### src/rtl/present_sbox_layer_ctrl.sv
// PRESENT substitution-layer sequencer for a 2-share masked 64-bit state.
// Feeds one external masked S-box nibble by nibble. Each nibble uses one fresh
// random bit, and issue stalls while no randomness is offered. The block
// collects the S-box outputs after SBOX_LAT cycles and rebuilds both output
// shares. The two shares are routed separately and never XORed together here.
module present_sbox_layer_ctrl #(
  parameter int unsigned SBOX_LAT = 3,
  parameter int unsigned NIB      = 16
) (
  input  logic        clk,
  input  logic        rst,
  input  logic        start,
  input  logic [63:0] state_in_0,
  input  logic [63:0] state_in_1,
  input  logic        rnd,
  input  logic        rnd_valid,
  output logic        rnd_ready,
  output logic [3:0]  sb_x_0,
  output logic [3:0]  sb_x_1,
  output logic        sb_r,
  input  logic [3:0]  sb_y_0,
  input  logic [3:0]  sb_y_1,
  output logic        busy,
  output logic        done,
  output logic [63:0] state_out_0,
  output logic [63:0] state_out_1
);

  localparam int unsigned IW = $clog2(NIB);
  localparam int unsigned CW = $clog2(NIB + 1);
  // One pipeline entry holds a valid flag and a nibble index.
  localparam int unsigned PE = IW + 1;
  localparam int unsigned PW = SBOX_LAT * PE;

  typedef enum logic [1:0] {
    S_IDLE  = 2'd0,
    S_ISSUE = 2'd1,
    S_DRAIN = 2'd2,
    S_DONE  = 2'd3
  } state_t;

  state_t        state;
  state_t        state_nxt;

  logic [63:0]   lat_0;
  logic [63:0]   lat_1;
  logic [63:0]   res_0;
  logic [63:0]   res_1;
  logic [63:0]   res_0_nxt;
  logic [63:0]   res_1_nxt;

  logic [IW-1:0] issue_cnt;
  logic [CW-1:0] collect_cnt;
  logic [CW-1:0] collect_nxt;

  // Packed shift pipeline. The newest entry sits in the low PE bits and the
  // entry that leaves after SBOX_LAT cycles sits in the top PE bits.
  logic [PW-1:0] pipe;
  logic [PW-1:0] pipe_nxt;
  logic [PE-1:0] pipe_top;

  logic          issue_fire;
  logic          last_issue;
  logic          cap_fire;
  logic [IW-1:0] cap_idx;
  logic          load;

  // Issue/collect handshakes derived from the current phase.
  always_comb begin
    issue_fire  = (state == S_ISSUE) && rnd_valid;
    last_issue  = issue_fire && (issue_cnt == IW'(NIB - 1));
    pipe_top    = pipe[PW-1 -: PE];
    cap_idx     = pipe_top[IW-1:0];
    cap_fire    = pipe_top[PE-1] && ((state == S_ISSUE) || (state == S_DRAIN));
    collect_nxt = collect_cnt + {{(CW-1){1'b0}}, cap_fire};
    pipe_nxt    = (pipe << PE) | PW'({issue_fire, issue_cnt});
    load        = (state == S_IDLE) && start;
  end

  // Drive the S-box only on a real issue. Bubble cycles carry all-zero shares.
  always_comb begin
    rnd_ready = issue_fire;
    sb_r      = issue_fire & rnd;
    sb_x_0    = '0;
    sb_x_1    = '0;
    if (issue_fire) begin
      sb_x_0 = lat_0[{issue_cnt, 2'b00} +: 4];
      sb_x_1 = lat_1[{issue_cnt, 2'b00} +: 4];
    end
    busy = (state != S_IDLE);
    done = (state == S_DONE);
  end

  // Merge this cycle's captured output nibble into the working result.
  always_comb begin
    res_0_nxt = res_0;
    res_1_nxt = res_1;
    if (cap_fire) begin
      res_0_nxt[{cap_idx, 2'b00} +: 4] = sb_y_0;
      res_1_nxt[{cap_idx, 2'b00} +: 4] = sb_y_1;
    end
  end

  // Next-state logic for the sequencer.
  always_comb begin
    state_nxt = state;
    unique case (state)
      S_IDLE:  if (start) state_nxt = S_ISSUE;
      S_ISSUE: if (last_issue) state_nxt = S_DRAIN;
      S_DRAIN: if (collect_nxt == CW'(NIB)) state_nxt = S_DONE;
      S_DONE:  state_nxt = S_IDLE;
      default: state_nxt = S_IDLE;
    endcase
  end

  // State register.
  always_ff @(posedge clk or posedge rst) begin
    if (rst) begin
      state <= S_IDLE;
    end else begin
      state <= state_nxt;
    end
  end

  // Latch the input shares at start. Start is ignored outside IDLE.
  always_ff @(posedge clk or posedge rst) begin
    if (rst) begin
      lat_0 <= '0;
      lat_1 <= '0;
    end else if (load) begin
      lat_0 <= state_in_0;
      lat_1 <= state_in_1;
    end
  end

  // Issue counter. It wraps to 0 after the last nibble and is reloaded at start.
  always_ff @(posedge clk or posedge rst) begin
    if (rst) begin
      issue_cnt <= '0;
    end else if (load) begin
      issue_cnt <= '0;
    end else if (issue_fire) begin
      issue_cnt <= issue_cnt + 1'b1;
    end
  end

  // Valid/index pipeline that tracks the S-box latency. Bubbles push an invalid entry.
  always_ff @(posedge clk or posedge rst) begin
    if (rst) begin
      pipe <= '0;
    end else begin
      pipe <= pipe_nxt;
    end
  end

  // Collection: count the captured nibbles and build the working result.
  always_ff @(posedge clk or posedge rst) begin
    if (rst) begin
      collect_cnt <= '0;
      res_0       <= '0;
      res_1       <= '0;
    end else if (load) begin
      collect_cnt <= '0;
      res_0       <= '0;
      res_1       <= '0;
    end else begin
      collect_cnt <= collect_nxt;
      res_0       <= res_0_nxt;
      res_1       <= res_1_nxt;
    end
  end

  // Publish the result only on entry to DONE. The final nibble is captured at
  // that same edge, so the merged value is taken here rather than res_0/res_1.
  always_ff @(posedge clk or posedge rst) begin
    if (rst) begin
      state_out_0 <= '0;
      state_out_1 <= '0;
    end else if ((state == S_DRAIN) && (state_nxt == S_DONE)) begin
      state_out_0 <= res_0_nxt;
      state_out_1 <= res_1_nxt;
    end
  end

endmodule

### config.mk
export PLATFORM = sky130hd
export DESIGN_NAME = present_sbox_layer_ctrl
export DESIGN_NICKNAME = d
export VERILOG_FILES = /design/src/rtl/present_sbox_layer_ctrl.sv
export SDC_FILE = /design/constraint.sdc
export NUM_CORES = 1
export LEC_CHECK = 0
export BUFFER_PORTS_ARGS = -buffer_cell sky130_fd_sc_hd__buf_2
export CORE_ASPECT_RATIO = 1.2
export CORE_MARGIN = 2
export CORE_UTILIZATION = 61
export CTS_BUF_LIST = sky130_fd_sc_hd__clkbuf_16
export CTS_CLUSTER_DIAMETER = 150
export DETAILED_ROUTE_END_ITERATION = 10
export GPL_TIMING_DRIVEN = 0
export PLACE_DENSITY = 0.86
export RECOVER_POWER = 100
export SYNTH_ARGS = -nofsm -noshare
export SYNTH_HDL_FRONTEND = slang
export SYNTH_SLANG_ARGS = --single-unit
### constraint.sdc
create_clock -name clk -period 33.7 [get_ports clk]
set_input_delay 1.685 -clock clk [delete_from_list [all_inputs] [get_ports clk]]
set_output_delay 1.685 -clock clk [all_outputs]
set_load 0.005 [all_outputs]
==> results of run 1 <==
==> layout by cell type (no fill, tap or decap), drive strengths merged <==
cell type,n
dfrtp,410
nand2,391
clkbuf,221
buf,218
nor2,141
mux2i,140
o21ai,123
o31ai,119
mux4,40
inv,32
and2,22
and3,12
nand3,11
ha,11
clkinv,11
nand4,5
xor2,5
a21oi,5
nand2b,4
nor2b,3
xnor2,3
nand3b,2
a41oi,1
o311a,1
nor3,1
or2,1
o32ai,1
and4,1
or3,1
nor4b,1
o221ai,1
clkinvlp,1
o211a,1
o211ai,1
bufinv,1
==> critical path: cells and delay by family <==
family,cells,cell delay (ns)
buffers and inverters,3,7.67
==> logic make-up after synthesis <==
| kind of cell | count (synthesis) |
|---|---|
| compound gates | 253 |
| xor+xnor | 8 |
| fa+ha+maj | 11 |
| buf+inv | 140 |
| flops | 410 |
| mux | 180 |
| simple gates | 596 |
==> path summary, 6_finish.rpt <==
path,startpoint,end,slack [ns],cells past startpoint
setup / recovery,rst,lat_0[24],23.18,3
hold / removal,pipe[5],pipe[10],0.33,0
setup reg to reg,state[0],state_out_0[2],29.14,12
hold reg to reg,pipe[5],pipe[10],0.33,0
max in group clk,issue_cnt[1],sb_x_0[3],28.76,6
min in group asynchronous,rst,state_out_1[1],2.69,2
==> stage by stage <==
step                      cell area [um^2]  std cells  power, mW  util [%]
after floorplan                      17500       1598      0.921         -
after global placement               19300       2249       1.04      68.7
after detailed placement             19400       2252       1.06      69.0
after CTS                            20600       2321       1.47      73.2
after global routing                 20300       2321       1.54      72.3
final                                20300       2321       1.46      72.3
==> state kept, by name (all words and copies together) (netlist names) <==
name,cells
collect_cnt,5
issue_cnt,4
lat_0,64
lat_1,64
pipe,15
res_0,64
res_1,64
state,2
state_out_0,64
state_out_1,64
==> area by class of cell <==
cell class                      count  area [um^2]  share of cell area, %
Multi-Input combinational cell   1048         6530                   32.2
Clock inverter                     28          151                  0.746
Sequential cell                   410        10300                   50.5
Tap cell                          379          474                   2.34
Clock buffer                       41         1030                   5.05
Inverter                           17         65.1                  0.320
Timing Repair Buffer              275         1270                   6.27
Buffer                            123          520                   2.56
==> routing by layer <==
layer	vias to the layer above	wire length (um)	part of all wire [%]	track usage, %
met5	-	0	0	0
met4	0	2570	5.5	15.7
met3	155	3630	7.7	6.09
met2	662	23300	49	53.6
met1	6787	17600	37	40.5
li1	6083	-	-	-
==> power by group <==
part / internal, mW / leakage [nW] / switching (mW)
Combinational: 0.153 / 4.45 / 0.264
Clock: 0.227 / 0.632 / 0.183
Sequential: 0.585 / 5.46 / 0.0510
Total: 0.965 / 10.5 / 0.498
==> impl_metrics.py, run 1 <==
metrics = {
    "placed_design": {
        "dp_hpwl_mm": 33.3,
        "port_buffers": 272,
        "preCtsSetupSlack_ns": 29.03,
        "gp_congestion": 0.896,
    },
    "global_routing": {
        "grtUsageTotal_pct": 32.2,
        "antenna_found_initial": 0,
        "grt_pass1_vias": 14000,
        "grt_pass1_wl_mm": 74.4,
        "grt_max_degree": 131,
        "overflow": 0,
    },
    "floorplan": {
        "rows": 67,
        "die_h_um": 189,
        "initial_core_util_pct": 62.2,
        "dieArea_mm2": 0.0300,
        "ios": 281,
        "die_w_um": 158,
        "coreArea_mm2": 0.0281,
    },
    "pwr": {
        "power.density_mw_per_mm2": 72.1,
        "leakagePower_nw": 10.5,
        "ir_worst_vdd_mv": 0.0560,
    },
    "yosys": {
        "synth-compound-area-share_pct": 9.35,
        "ys_async_sr_fraction_pct": 100,
        "synth.net_count": 1750,
        "synthMuxAreaShare_pct": 13.2,
        "synth-edff-count": 0,
        "syn-cell-area_mm2": 0.0175,
        "synth.distinct_cells": 44,
        "synth_fa_ha_area_share_pct": 0.789,
        "ys_ff_latch": 410,
        "avgSynthCellArea_um2": 10.9,
        "synth_top_family_by_area": "simple AND/OR/NAND/NOR gates",
        "synth-xor-area-share_pct": 0.444,
        "ys.flop_type": "dfrtp_1",
        "synth_warnings": 0,
        "synthMostInstantiatedCell": "dfrtp_1",
        "netlist.area_leader.share_pct": 58.8,
        "ys_seq_area_share_pct": 58.8,
        "synth_top_area_cell": "dfrtp_1",
        "synth_cells": 1598,
        "synth_area_leaders": "dfrtp_1, nand2_1, mux2i_1",
        "ys_top_cells_by_count": "dfrtp_1, nand2_1, mux2i_1",
        "synthSimpleGateAreaFrac_pct": 14.0,
    },
    "worst_hold_path": {
        "hold_class": "reg2reg",
    },
    "cts": {
        "path_clk_slew_ns": 0.06,
        "cts-buffers-inserted": 40,
        "cts_sinks": 410,
        "cts_resized": 0,
        "postCtsSetupBuffers": 0,
        "cts_root_buf": "clkbuf_16",
        "clk_latency_ns": 0.54,
        "clockBufferDepth": 3,
        "hold_buffers": 0,
        "cts_tree": "built",
        "htreeDepth": 2,
    },
    "critical_path": {
        "arrival_ns": 9.52,
        "start_kind": "input pin",
        "critPathSlowestCell": "clkbuf_1",
        "worst_path_largest_cell_delay_ns": 4.78,
        "path_cells": "buf_2 -> clkinvlp_2 -> clkbuf_1",
        "endpoint_kind": "asynchronous set/reset pin",
        "worstPathRequired_ns": 32.71,
        "critPathKind": "in2async",
        "worstPathMaxFanout": 130,
    },
    "detailed_routing": {
        "drtPass1Iterations": 5,
        "drcViolationCount": 0,
        "vias_per_cell": 5.90,
        "num_vias": 13700,
        "wl_per_cell_um": 20.3,
        "wirelength_mm": 47.1,
        "drtAntennaViolNets": 0,
        "drt-initial-drc-count": 1141,
    },
    "sta": {
        "fin_ws_ns": 23.18,
        "period_needed_ns": 10.52,
        "max_freq_ghz": 0.0951,
        "fin_skew_ns": 0.0248,
        "setup_viol": 0,
        "setup_tns_ns": 0,
        "hold_viol_final": 0,
        "timing.final.crit_share_pct": 31.2,
        "tightestPinTransition_ns": 6.58,
        "max-slew-margin-rel_pct": -339,
        "fin_hold_ws_ns": 0.329,
        "drv_slew": 426,
        "grt_setup_unrepaired": "false",
    },
    "outcome": {
        "violations": "capacitance limit, slew limit",
        "outcome": "finished with violations",
    },
    "final_layout": {
        "area_growth_pct": 16.3,
        "nets": 2067,
        "num_antenna_cells": 0,
        "fillers": 1964,
        "drive_above_1_share_pct": 15.6,
    },
    "job": {
        "max_cap_violations": 5,
    },
}
No activity file was read; power rests on OpenSTA's default activity.
==> inputs of run 2 (changes only) <==
--- a/config.mk
+++ b/config.mk
@@ -8,12 +8,12 @@
 export BUFFER_PORTS_ARGS = -buffer_cell sky130_fd_sc_hd__buf_2
 export CORE_ASPECT_RATIO = 1.2
 export CORE_MARGIN = 2
-export CORE_UTILIZATION = 61
+export CORE_UTILIZATION = 57
 export CTS_BUF_LIST = sky130_fd_sc_hd__clkbuf_16
 export CTS_CLUSTER_DIAMETER = 150
 export DETAILED_ROUTE_END_ITERATION = 10
 export GPL_TIMING_DRIVEN = 0
-export PLACE_DENSITY = 0.86
+export PLACE_DENSITY = 0.81
 export RECOVER_POWER = 100
 export SYNTH_ARGS = -nofsm -noshare
 export SYNTH_HDL_FRONTEND = slang
==> constraint.sdc (replaced) <==
create_clock -name clk -period 10 [get_ports clk]
set_input_delay 0.5 -clock clk [delete_from_list [all_inputs] [get_ports clk]]
set_output_delay 0.5 -clock clk [all_outputs]
set_load 0.005 [all_outputs]
==> run 2 against run 1 <==
The run still ends with capacitance limit, slew limit left. Cell area is 1.1% higher. Critical path depth up 2. Wire length decreased by 1.8%. Worst setup slack got worse by 18 ns. First-iteration DRC count grew 2.8%. Via count fell by 2.3%. Sequential share of layout area fell by 0.54 points. Sequential cell count unchanged. Clock skew decreased by 0.010 ns. Critical path type unchanged. Largest power group unchanged. Highest routed layer unchanged.
==> impl_metrics.py, run 2 (same netlist as run 1, synthesis figures left out) <==
metrics = {
    "floorplan": {
        "dieArea_mm2": 0.0320,
        "die_w_um": 164,
        "coreArea_mm2": 0.0303,
        "initial_core_util_pct": 57.6,
        "ios": 281,
        "die_h_um": 196,
        "rows": 70,
    },
    "critical_path": {
        "start_kind": "input pin",
        "worst_path_largest_cell_delay_ns": 1.76,
        "arrival_ns": 4.69,
        "cpMostUsedCell": "clkbuf_1",
        "path_cells": "dlygate4sd3_1 -> buf_2 -> clkinvlp_2 -> clkbuf_1 -> clkbuf_1",
        "critPathBufInv": 5,
        "critPathSlowestCell": "clkbuf_1",
        "worstPathMaxFanout": 45,
        "critPathKind": "in2async",
        "crit_family": "buffers and inverters",
        "endpoint_kind": "asynchronous set/reset pin",
        "worstPathRequired_ns": 10.16,
    },
    "sta": {
        "drv_slew": 255,
        "fin_ws_ns": 5.47,
        "grt_setup_unrepaired": "false",
        "tightestPinTransition_ns": 2.34,
        "timing.final.crit_share_pct": 45.3,
        "max-slew-margin-rel_pct": -56.1,
        "setup_tns_ns": 0,
        "hold_viol_final": 0,
        "period_needed_ns": 4.53,
        "setup_viol": 0,
        "fin_hold_ws_ns": 0.153,
        "fin_skew_ns": 0.0147,
        "max_freq_ghz": 0.221,
    },
    "cts": {
        "cts_tree": "built",
        "postCtsSetupBuffers": 0,
        "path_clk_slew_ns": 0.06,
        "htreeDepth": 2,
        "clk_latency_ns": 0.54,
        "cts_root_buf": "clkbuf_16",
        "clockBufferDepth": 3,
        "cts_sinks": 410,
        "cts-buffers-inserted": 41,
    },
    "outcome": {
        "outcome": "finished with violations",
        "violations": "capacitance limit, slew limit",
    },
    "final_layout": {
        "num_antenna_cells": 0,
        "area_growth_pct": 17.6,
        "final_cell_mix": "dfrtp_1, nand2_1, buf_2, clkbuf_1",
        "drive_above_1_share_pct": 17.0,
        "final_cells": 2349,
        "nets": 2076,
        "layout_commonest_cell": "dfrtp_1",
        "design_area_mm2": 0.0205,
    },
    "detailed_routing": {
        "drcViolationCount": 0,
        "wl_per_cell_um": 19.7,
        "drtAntennaViolNets": 0,
        "wirelength_mm": 46.2,
        "vias_per_cell": 5.69,
        "drt-initial-drc-count": 1173,
        "num_vias": 13400,
        "drtPass1Iterations": 5,
    },
    "global_routing": {
        "grt_pass1_wl_mm": 72.4,
        "grt_max_degree": 46,
        "grtUsageTotal_pct": 29.4,
        "antenna_found_initial": 1,
        "grt_pass1_vias": 13400,
        "overflow": 0,
    },
    "pwr": {
        "leakagePower_nw": 10.7,
        "power.density_mw_per_mm2": 243,
        "ir_worst_vdd_mv": 0.172,
    },
    "placed_design": {
        "dp_hpwl_mm": 33.5,
        "place_area_mm2": 0.0195,
        "gp_congestion": 0.891,
        "preCtsSetupSlack_ns": 6.35,
        "port_buffers": 272,
        "placed_cells": 2276,
    },
    "worst_hold_path": {
        "hold_class": "in2reg",
    },
    "job": {
        "max_cap_violations": 7,
    },
}
-- run 2: cell types whose count changed in the layout (fill, tap and decap cells not counted), moves of 2 or more --
cell       before  now
clkbuf_1      180  157
clkinv_1        6    9
buf_12          0    4
and2_1         11    9
inv_1          30   28
buf_2         198  223
clkbuf_16      41   43
and2_0         11   13
-- run 2: routing by layer --
| layer | wire (um) | global-route usage, % | vias to the layer above |
|---|---|---|---|
| met4 | 2040 | 12.8 | 0 |
| met2 | 22900 | 49.1 | 561 |
| met1 | 18200 | 37.9 | 6598 |
| li1 | - | - | 6088 |
| met5 | 0 | 0 | - |
| met3 | 3140 | 5.20 | 125 |
-- run 2: worst paths after layout --
kind                                start         endpoint  slack [ns]  cells past startpoint
setup / recovery                      rst  state_out_0[30]        5.47                      5
hold / removal             state_in_0[11]        lat_0[11]        0.15                      3
setup reg to reg                 state[0]   state_out_1[2]        5.47                     12
hold reg to reg                   pipe[8]         pipe[13]        0.35                      0
max in group clk                 state[0]   state_out_1[2]        5.47                     12
min in group asynchronous             rst   state_out_1[0]        0.45                      3
-- run 2: layout make-up --
class	instances	area [um^2]
Buffer	123	520
Clock buffer	43	1080
Clock inverter	29	176
Fill cell	2352	9780
Inverter	17	65.1
Multi-Input combinational cell	1048	6520
Sequential cell	410	10300
Tap cell	396	495
Timing Repair Buffer	283	1410
-- run 2: metrics by stage --
step	power, mW	util (%)
2_1_floorplan	3.10	-
3_3_place_gp	3.51	63.7
3_5_place_dp	3.57	64.4
4_1_cts	5.02	68.6
5_1_grt	5.25	67.7
6_report	4.98	67.7
-- run 2: where the power goes --
group	internal, mW	switching, mW	leakage, nW
sequential	1.97	0.173	5.46
combinational	0.521	0.875	4.60
clock	0.825	0.622	0.661
-- run 2: what timing repair did --
| action | 4_1_cts | 5_1_grt |
|---|---|---|
| gates resized for setup | 0 | 0 |
| endpoints found under the hold margin | 5 | 0 |
| hold buffers | 1 | 0 |
-- run 2: tightest hold or removal path, stage by stage --
cell,delay (ns)
buf_2,0.07
nand2_1,0.04
nand2_1,0.04
